[src/rtl/moore_code_pkg.sv]
// ----------------------------------------------------------------------------
// moore_code_pkg
// Shared definitions for the 4-state Moore sequence generator and its decoder.
// - CODE_S0..CODE_S3 : 2-bit state codes as emitted by the generator.
// - decState_e       : decoder FSM states (HUNT, SYNC, TRACK).
// No ports; imported by moore_code_decoder and its testbench.
// ----------------------------------------------------------------------------
package moore_code_pkg;

    localparam logic [1:0] CODE_S0 = 2'b01;
    localparam logic [1:0] CODE_S1 = 2'b10;
    localparam logic [1:0] CODE_S2 = 2'b11;
    localparam logic [1:0] CODE_S3 = 2'b00;

    typedef enum logic [1:0] {
        HUNT  = 2'd0,
        SYNC  = 2'd1,
        TRACK = 2'd2
    } decState_e;

endpackage

[src/rtl/moore_bit_packer.sv]
// ----------------------------------------------------------------------------
// moore_bit_packer
// Serial-to-parallel packer: shifts recovered bits in MSB-first order (newest
// bit lands in the LSB) and publishes a word every WORD_W bits.
// Ports:
//   clk          : rising-edge clock
//   reset_n      : asynchronous active-low reset
//   bit_i        : bit to shift in
//   valid_i      : bit_i is valid this cycle
//   clear_i      : discard the partial word and restart the count
//   word_o       : last completed word (holds until the next completion)
//   word_valid_o : one-cycle pulse when word_o is updated
// ----------------------------------------------------------------------------
module moore_bit_packer #(
    parameter int WORD_W = 8
) (
    input  logic              clk,
    input  logic              reset_n,
    input  logic              bit_i,
    input  logic              valid_i,
    input  logic              clear_i,
    output logic [WORD_W-1:0] word_o,
    output logic              word_valid_o
);

    localparam int              CNT_W = $clog2(WORD_W + 1);
    localparam logic [CNT_W-1:0] LAST_IDX = CNT_W'(WORD_W - 1);

    logic [WORD_W-1:0] partial_q, partial_d;
    logic [CNT_W-1:0]  count_q, count_d;
    logic [WORD_W-1:0] word_q, word_d;
    logic              wordValid_q, wordValid_d;

    // Next-state for the shift register and bit count. Clear has priority
    // over a new bit; the decoder never asserts both, but a clear must always
    // win so a stale partial word can never leak into the next word.
    always_comb begin
        partial_d   = partial_q;
        count_d     = count_q;
        word_d      = word_q;
        wordValid_d = 1'b0;
        if (clear_i) begin
            partial_d = '0;
            count_d   = '0;
        end else if (valid_i) begin
            if (count_q == LAST_IDX) begin
                word_d      = {partial_q[WORD_W-2:0], bit_i};
                wordValid_d = 1'b1;
                partial_d   = '0;
                count_d     = '0;
            end else begin
                partial_d = {partial_q[WORD_W-2:0], bit_i};
                count_d   = count_q + CNT_W'(1);
            end
        end
    end

    // State and output registers.
    always_ff @(posedge clk or negedge reset_n) begin
        if (!reset_n) begin
            partial_q   <= '0;
            count_q     <= '0;
            word_q      <= '0;
            wordValid_q <= 1'b0;
        end else begin
            partial_q   <= partial_d;
            count_q     <= count_d;
            word_q      <= word_d;
            wordValid_q <= wordValid_d;
        end
    end

    assign word_o       = word_q;
    assign word_valid_o = wordValid_q;

endmodule

[src/rtl/moore_code_decoder.sv]
// ----------------------------------------------------------------------------
// moore_code_decoder
// Watches the 2-bit state-code stream of the 4-state Moore generator and
// recovers the serial bit behind each transition, packing bits into words.
// Optional feature: define MOORE_DEC_ERRCNT_EN to add the saturating
// err_count output (width ERRCNT_W).
// Ports:
//   clk        : rising-edge clock
//   reset_n    : asynchronous active-low reset
//   code_in    : generator code (01=S0, 10=S1, 11=S2, 00=S3)
//   code_valid : code_in is sampled this cycle
//   bit_out    : recovered bit (holds between pulses)
//   bit_valid  : one-cycle pulse, bit_out valid
//   word_out   : last completed WORD_W-bit word, newest bit in LSB
//   word_valid : one-cycle pulse, word_out updated
//   restart    : one-cycle pulse, S0 code seen while tracking
//   err        : one-cycle pulse, illegal transition
//   locked     : high while tracking
//   err_count  : saturating error count (MOORE_DEC_ERRCNT_EN only)
// ----------------------------------------------------------------------------
module moore_code_decoder
    import moore_code_pkg::*;
#(
    parameter int WORD_W   = 8
`ifdef MOORE_DEC_ERRCNT_EN
   ,parameter int ERRCNT_W = 8
`endif
) (
    input  logic                clk,
    input  logic                reset_n,
    input  logic [1:0]          code_in,
    input  logic                code_valid,
    output logic                bit_out,
    output logic                bit_valid,
    output logic [WORD_W-1:0]   word_out,
    output logic                word_valid,
    output logic                restart,
    output logic                err,
    output logic                locked
`ifdef MOORE_DEC_ERRCNT_EN
   ,output logic [ERRCNT_W-1:0] err_count
`endif
);

    decState_e  state_q, state_d;
    logic [1:0] prevCode_q, prevCode_d;
    logic       bitOut_q, bitOut_d;
    logic       bitValid_q, bitValid_d;
    logic       restart_q, restart_d;
    logic       err_q, err_d;
    logic       locked_q, locked_d;

    logic       transLegal;
    logic       transBit;
    logic       packValid;
    logic       packClear;

    // Map a (previous, current) code pair to the generator input bit that
    // produced it. Only the six transitions the generator can make while
    // running are legal; S0 is handled separately by the FSM.
    always_comb begin
        transLegal = 1'b0;
        transBit   = 1'b0;
        case ({prevCode_q, code_in})
            {CODE_S1, CODE_S1}: begin transLegal = 1'b1; transBit = 1'b0; end
            {CODE_S1, CODE_S2}: begin transLegal = 1'b1; transBit = 1'b1; end
            {CODE_S2, CODE_S1}: begin transLegal = 1'b1; transBit = 1'b0; end
            {CODE_S2, CODE_S3}: begin transLegal = 1'b1; transBit = 1'b1; end
            {CODE_S3, CODE_S3}: begin transLegal = 1'b1; transBit = 1'b0; end
            {CODE_S3, CODE_S2}: begin transLegal = 1'b1; transBit = 1'b1; end
            default:            begin transLegal = 1'b0; transBit = 1'b0; end
        endcase
    end

    // FSM next state and registered-output next values. Each valid code
    // produces exactly one of {bit, restart, err, nothing}; invalid cycles
    // hold everything and leave the pulses low.
    always_comb begin
        state_d    = state_q;
        prevCode_d = prevCode_q;
        bitOut_d   = bitOut_q;
        bitValid_d = 1'b0;
        restart_d  = 1'b0;
        err_d      = 1'b0;
        packValid  = 1'b0;
        packClear  = 1'b0;
        if (code_valid) begin
            prevCode_d = code_in;
            case (state_q)
                HUNT: begin
                    if (code_in == CODE_S0) begin
                        state_d = SYNC;
                    end
                end
                SYNC: begin
                    if (code_in == CODE_S1) begin
                        state_d = TRACK;
                    end else begin
                        err_d   = 1'b1;
                        state_d = HUNT;
                    end
                end
                TRACK: begin
                    if (code_in == CODE_S0) begin
                        restart_d = 1'b1;
                        packClear = 1'b1;
                        state_d   = SYNC;
                    end else if (transLegal) begin
                        bitValid_d = 1'b1;
                        bitOut_d   = transBit;
                        packValid  = 1'b1;
                    end else begin
                        err_d     = 1'b1;
                        packClear = 1'b1;
                        state_d   = HUNT;
                    end
                end
                default: begin
                    state_d = HUNT;
                end
            endcase
        end
        locked_d = (state_d == TRACK);
    end

    // State register and registered outputs.
    always_ff @(posedge clk or negedge reset_n) begin
        if (!reset_n) begin
            state_q    <= HUNT;
            prevCode_q <= CODE_S0;
            bitOut_q   <= 1'b0;
            bitValid_q <= 1'b0;
            restart_q  <= 1'b0;
            err_q      <= 1'b0;
            locked_q   <= 1'b0;
        end else begin
            state_q    <= state_d;
            prevCode_q <= prevCode_d;
            bitOut_q   <= bitOut_d;
            bitValid_q <= bitValid_d;
            restart_q  <= restart_d;
            err_q      <= err_d;
            locked_q   <= locked_d;
        end
    end

    moore_bit_packer #(
        .WORD_W (WORD_W)
    ) u_packer (
        .clk          (clk),
        .reset_n      (reset_n),
        .bit_i        (transBit),
        .valid_i      (packValid),
        .clear_i      (packClear),
        .word_o       (word_out),
        .word_valid_o (word_valid)
    );

    assign bit_out   = bitOut_q;
    assign bit_valid = bitValid_q;
    assign restart   = restart_q;
    assign err       = err_q;
    assign locked    = locked_q;

`ifdef MOORE_DEC_ERRCNT_EN
    logic [ERRCNT_W-1:0] errCount_q;

    // Saturating error counter; only reset clears it.
    always_ff @(posedge clk or negedge reset_n) begin
        if (!reset_n) begin
            errCount_q <= '0;
        end else if (err_d && (errCount_q != '1)) begin
            errCount_q <= errCount_q + ERRCNT_W'(1);
        end
    end

    assign err_count = errCount_q;
`endif

endmodule

[config.mk]
export PLATFORM = sky130hd
export DESIGN_NAME = moore_code_decoder
export DESIGN_NICKNAME = d
export VERILOG_FILES = /design/src/rtl/moore_code_pkg.sv /design/src/rtl/moore_bit_packer.sv /design/src/rtl/moore_code_decoder.sv
export SDC_FILE = /design/constraint.sdc
export NUM_CORES = 1
export LEC_CHECK = 0
export BUFFER_PORTS_ARGS = -buffer_cell sky130_fd_sc_hd__buf_4
export CAP_MARGIN = 20
export CORE_MARGIN = 5
export CORE_UTILIZATION = 30
export DETAILED_ROUTE_END_ITERATION = 6
export SETUP_SLACK_MARGIN = 0.3
export SKIP_CTS_REPAIR_TIMING = 1
export SYNTH_ARGS = -nofsm -noshare
export SYNTH_HDL_FRONTEND = slang
export SYNTH_SLANG_ARGS = --single-unit
[constraint.sdc]
create_clock -name clk -period 2 [get_ports clk]
set_input_delay 0.3 -clock clk [delete_from_list [all_inputs] [get_ports clk]]
set_output_delay 0.3 -clock clk [all_outputs]
set_load 0.02 [all_outputs]
* Word level (Yosys, flattened, before mapping)
Cells that the tools add are included.
** Operators by class
- $add $sub $neg :: 1
- Equality and inequality tests :: 11
- Multiplexer cells :: 32
- Bitwise operators :: 2
- Reductions and logical operators :: 7
** Operator list (number)
- 7-bit two-way mux :: 3
- 1-bit two-way mux :: 19
- 4-bit == test (second input constant) :: 4
- 4-bit two-way mux :: 3
- 2-bit two-way mux :: 5
- 2-bit == test (second input constant) :: 3
- 2-bit case mux with 3 select lines :: 1
- 6-bit OR reduction :: 1
- 4-bit by 1-bit adder with 4-bit output (second input constant) :: 1
- 2-bit by 1-bit == test with 1-bit output (second input constant) :: 2
- 4-bit by 2-bit == test with 1-bit output (second input constant) :: 1
- 4-bit by 3-bit == test with 1-bit output (second input constant) :: 1
- 4-bit logical NOT :: 1
- 4-bit AND reduction :: 1
- 3-bit AND reduction :: 1
- 3-bit OR reduction :: 1
- 2-bit logical NOT :: 1
- 1-bit NOT :: 2
- 1-bit case mux with 2 select lines :: 1
- 2-bit nonzero test :: 1
** Word-level totals
- Register bits :: 29
- Input port bits :: 5
- Output and inout port bits :: 14
- Word-level logic and storage cells :: 64

* Depth between registers and ports, before layout
- Depth in word-level cells :: 9
- Depth in mapped cells :: 7
- Gate-level depth less buffers :: 7

* By module
Synthesis repeated with hierarchy kept, for this count alone.
** Unflattened totals
- Cell total of the unflattened synthesis :: 105
- Area total of the unflattened synthesis :: 1338.8 µm²
** Modules (own cells, without submodules)
- moore_bit_packer :: instances 1, cells an instance 52, area an instance 785.8 µm², sequential area each 500.5 µm²
- moore_code_decoder :: instances 1, cells an instance 53, area an instance 553.0 µm², sequential area each 226.5 µm²

* Worst setup path before layout
Ideal clock, no wire load.
- Kind :: reg2reg
- From :: register prevCode_q[0]
- To :: register u_packer.word_q[0], in the netlist u_packer.word_o[0]
- Setup time :: 0.125 ns
- Arrival time :: 1.733 ns
- Required time :: 1.875 ns
- Slack :: 0.143 ns
- Stages on the path, launching flop included :: 6
- Path buffers :: 0
- Period minus slack after synthesis :: 1.857 ns
- Cells stage by stage :: dfstp_2 > nand2_1 > a21oi_1 > nor3b_2 > nor4_4 > mux2_2
** Between the ends
- Word-level cells in the longest chain between the ends :: 9
- Elaborated cells between the ends (all ways) :: 20
- Classes of those cells :: eq/ne: 5; mux: 10; bitwise: 1; reduce/logical: 4
** RTL lines
- start: declaration :: line moore_code_decoder.sv:46 : logic [1:0] prevCode_q, prevCode_d;
- start signal: assignment :: line moore_code_decoder.sv:138 : prevCode_q <= prevCode_d;
- 4-bit by 2-bit == test with 1-bit output (tied with other cells) :: line moore_code_decoder.sv:64 : case ({prevCode_q, code_in})
- 6-bit OR reduction (no line)
- 1-bit two-way mux :: line moore_code_decoder.sv:64
- 1-bit two-way mux :: line moore_code_decoder.sv:108 : end else if (transLegal) begin
- 1-bit two-way mux :: line moore_code_decoder.sv:104 : if (code_in == CODE_S0) begin
- 1-bit two-way mux :: line moore_code_decoder.sv:89 : case (state_q)
- 1-bit two-way mux :: line moore_code_decoder.sv:87 : if (code_valid) begin
- 1-bit NOT (no line)
- 3-bit AND reduction (no line)
- end signal: assignment :: line moore_bit_packer.sv:68 : word_q <= word_d;
- end: declaration :: line moore_bit_packer.sv:31 : logic [WORD_W-1:0] word_q, word_d;
Several ways; a longest one is shown, not always the timed one.
A chain may end at the register's enable or synchronous reset.

* Worst setup path after layout
- From :: register prevCode_q[0]
- To :: register u_packer.word_q[6], in the netlist u_packer.word_o[6]
** Between the ends
- Word-level cells in the longest chain between the ends :: 9
- Elaborated cells between the ends (all ways) :: 18
- Classes of those cells :: eq/ne: 5; mux: 9; bitwise: 1; reduce/logical: 3
** RTL lines (line)
- 4-bit by 2-bit == test with 1-bit output (tied with other cells) :: moore_code_decoder.sv:64
- 6-bit OR reduction (no line) *
- 1-bit two-way mux * :: moore_code_decoder.sv:64
- 1-bit two-way mux :: moore_code_decoder.sv:108
- 1-bit two-way mux :: moore_code_decoder.sv:104
- 1-bit two-way mux :: moore_code_decoder.sv:89
- 1-bit two-way mux :: moore_code_decoder.sv:87
- 1-bit NOT (no line)
- 3-bit AND reduction (no line) *
Every way passes the cells marked *; elsewhere a longest branch is shown, timed or not.

==> summary.md <==
| Metric | Value |
|---|---|
| Outcome | `finished clean` |
| TritonCTS Buffers | `5` |
| Top area cells in the synthesized netlist | `dfrtp_1 53%, mux2_2 11%, a22o_1 5.3%` |
| Area fraction of the dominant cell type after synthesis | `53.08%` |
| Final min period | `1.812 ns` |
| Synthesized Nets | `116` |
| Overflow after GRT | `0` |
| Final hold violation count | `0` |
| Max cap viols | `0` |
| # diodes | `0` |
| Initial DRC count | `41` |
| Layout cells sized above 1 | `40.60%` |
| Finished Layout Cells | `185` |
| Die Y | `76.33 um` |
| DRC viols | `0` |
| Via count of the first global-routing pass | `948` |
| Average wire per standard cell | `13.18 um` |
| Final setup TNS | `0 ns` |
| Unrepaired setup endpoints after global routing | `yes` |
| P per Cell Area | `997.2 nW/um2` |
| Syn_area_per_cell | `about 12 um2` |
| Setup ws final | `0.1880 ns` |
| Critical-path top delay cell | `dfstp_2` |
| Cell Chain, Critical Path | `nand2_1 -> a21oi_2 -> nor3b_4 -> nor4_4 -> buf_6 -> mux2_2` |
| Worst Hold Launch | `code_valid` |
| Total routed wirelength | `2.439 mm` |
| Slew Limit Fails | `0` |
| Clock tree root driver cell | `clkbuf_8` |
| Startpoint types | `register` |
| Crit path capture type | `register` |
| Peak VDD IR | `0.5679 mV` |
| Max Freq | `551.9 MHz` |
| Initial core utilization | `30.53%` |
| Cells after Synth | `106` |
| Layout Area Growth over Synthesis | `27.77%` |
| Setup violations, final | `0` |
| Clock Latency Late Sink | `between 0.2 and 0.3 ns` |
| Worst R2R Start | `prevCode_q[0]` |
| CP peak stage delay | `0.58 ns` |
| CP Launch Point | `prevCode_q[0]` |
| Largest net degree at the start of global routing | `30` |
| Synth Register Bits | `29` |
| Buffers on Ports | `18` |
| Longest Clk Path Bufs | `2` |
| Leak | `0.7979 nW` |
| First-pass GRT wire length | `approximately 4.2 mm` |
| Num rows | `24` |
| Worst Path Max Fanout | `9` |
| DP HPWL | `1.754 mm` |
| Final worst path period share | `90.60%` |
| DIE WIDTH | `76.33 um` |
| Biggest area consumer among synthesized cells | `dfrtp_1` |
| CTS tree | `done` |
| NumNets Final | `142` |
| Core box area | `4324 um2` |
| DR vias | `between 900 and 1000` |
| CTS H-tree lvls | `2` |
| First-pass DRT Iterations | `4` |
| Placed insts | `~170` |
| Final ANT Viol Nets | `0` |
| Synthesized area | `1320 um2` |
| Crit path DAT | `1.98 ns` |
| Total GRT Usage | `8.929%` |
| Filler Cells Inserted | `435` |
| Hold Path Class | `in -> reg` |
| Top Ports | `19` |
| Netlist cell types | `33` |
| Worst Path Class, Setup | `reg -> reg` |
| Worst slew margin | `69.71%` |
| Vias per Instance | `4.941` |
| Area of the die | `5826 um2` |
| Worst-Margin Slew | `about 0.45 ns` |
| Yosys warning total | `0` |
| Proportion of synthesized chip area in sequential cells | `55.07%` |
| Antenna violations before repair | `0` |
| Worst Path Required | `2.16 ns` |
| Final Wtd Congestion | `around 0.84` |
| Dpl ws | `-0.005175 ns` |
| CTS Sinks | `29` |
| Final Skew | `0.006189 ns` |
| Clk slew on worst S/H paths | `0.06 ns` |
==> stage by stage <==
stage	utilization [%]	total power [mW]	hold WS, ns	instance area (um2)
floorplan	-	0.9518	0.004409	1325
global placement	35.04	1.050	0.2378	1515
detailed placement	35.04	1.066	0.2446	1515
CTS	37.73	1.689	-0.05807	1632
global route	39.00	1.787	0.3148	1687
finish	39.00	1.682	0.3067	1687
==> report_power, final <==
group | switching, mW | total, mW | internal [mW] | leakage [nW]
combinational | 0.190 | 0.351 | 0.161 | 0.346
sequential | 0.0610 | 0.720 | 0.659 | 0.393
clock | 0.205 | 0.611 | 0.405 | 0.0585
==> registers in the layout, summed over array words and instances (netlist names) <==
register,count
bit_valid,1
u_packer.partial_q,7
u_packer.word_valid_o,1
locked,1
restart,1
u_packer.count_q,4
err,1
prevCode_q,2
bit_out,1
u_packer.word_o,8
state_q,2
==> final cells by class <==
type                    count  area, um2  area share [%]
flip-flops and latches     29      728.2           43.17
inverters                   4      15.01          0.8902
repair buffers             23      178.9           10.61
clock buffers               7      86.33           5.119
well taps                  52      65.06           3.858
clock inverters             1      30.03           1.780
multi-input cells          69      583.1           34.57
==> worst max-delay path: cells and delay by family (launching register included) <==
kind	cells	cell delay, ns
multiplexers	1	0.33
flip-flops	1	0.58
AND/OR/NAND/NOR	3	0.44
AO/OA/AOI/OAI	1	0.18
buffers and inverters	1	0.18
==> path summary, 6_finish.rpt <==
check,endpoint,slack (ns),depth (start not counted)
max,u_packer.word_o[6],0.19,6
min,state_q[0],0.31,2
max reg2reg,u_packer.word_o[6],0.19,6
min reg2reg,u_packer.word_o[5],0.51,1
max in group asynchronous,prevCode_q[0],1.21,2
min in group asynchronous,u_packer.word_o[7],0.48,2
==> per-layer routing <==
layer	global-route usage, %	wire [um]
met5	0	0
met4	4.371	35
met3	4.137	149
met2	14.47	1195
met1	9.800	1059
==> Yosys cell counts (all sizes together) <==
| cell type | n |
|---|---|
| a21o | 2 |
| a21oi | 2 |
| a22o | 8 |
| a22oi | 2 |
| a31o | 1 |
| a31oi | 1 |
| a32oi | 1 |
| buf | 3 |
| clkbuf | 1 |
| dfrtp | 28 |
| dfstp | 1 |
| ha | 5 |
| inv | 4 |
| mux2 | 13 |
| nand2 | 7 |
| nand3 | 5 |
| nand3b | 1 |
| nor2 | 4 |
| nor2b | 1 |
| nor3 | 3 |
| nor3b | 1 |
| nor4 | 2 |
| nor4b | 1 |
| o211ai | 1 |
| o21ai | 3 |
| o21bai | 1 |
| o22ai | 1 |
| o31ai | 1 |
| or3b | 1 |
| xnor2 | 1 |
==> cell usage in the layout, fill, tap and decap left out, types with 2 or more instances in the layout <==
cell type	Yosys	layout
a22oi_1	2	2
nand2_1	7	6
nand3_1	5	5
a21o_1	2	2
clkbuf_8	0	6
ha_1	5	4
mux2_2	13	13
a22o_1	8	8
nor2_1	4	3
inv_1	4	4
buf_4	0	21
o21ai_0	3	3
dfrtp_1	28	27
nor3_1	2	2
==> cells by family after synthesis <==
family / Yosys count / synth area share (%)
XOR/XNOR: 1 / 0.6636
flip-flops: 29 / 55.07
adder cells (fa/ha/maj): 5 / 4.739
AND/OR/NAND/NOR: 26 / 11.94
AO/OA/AOI/OAI: 24 / 13.46
buffers and inverters: 8 / 3.033
multiplexers: 13 / 11.09
Note: power is estimated with default switching activity, not from simulation.
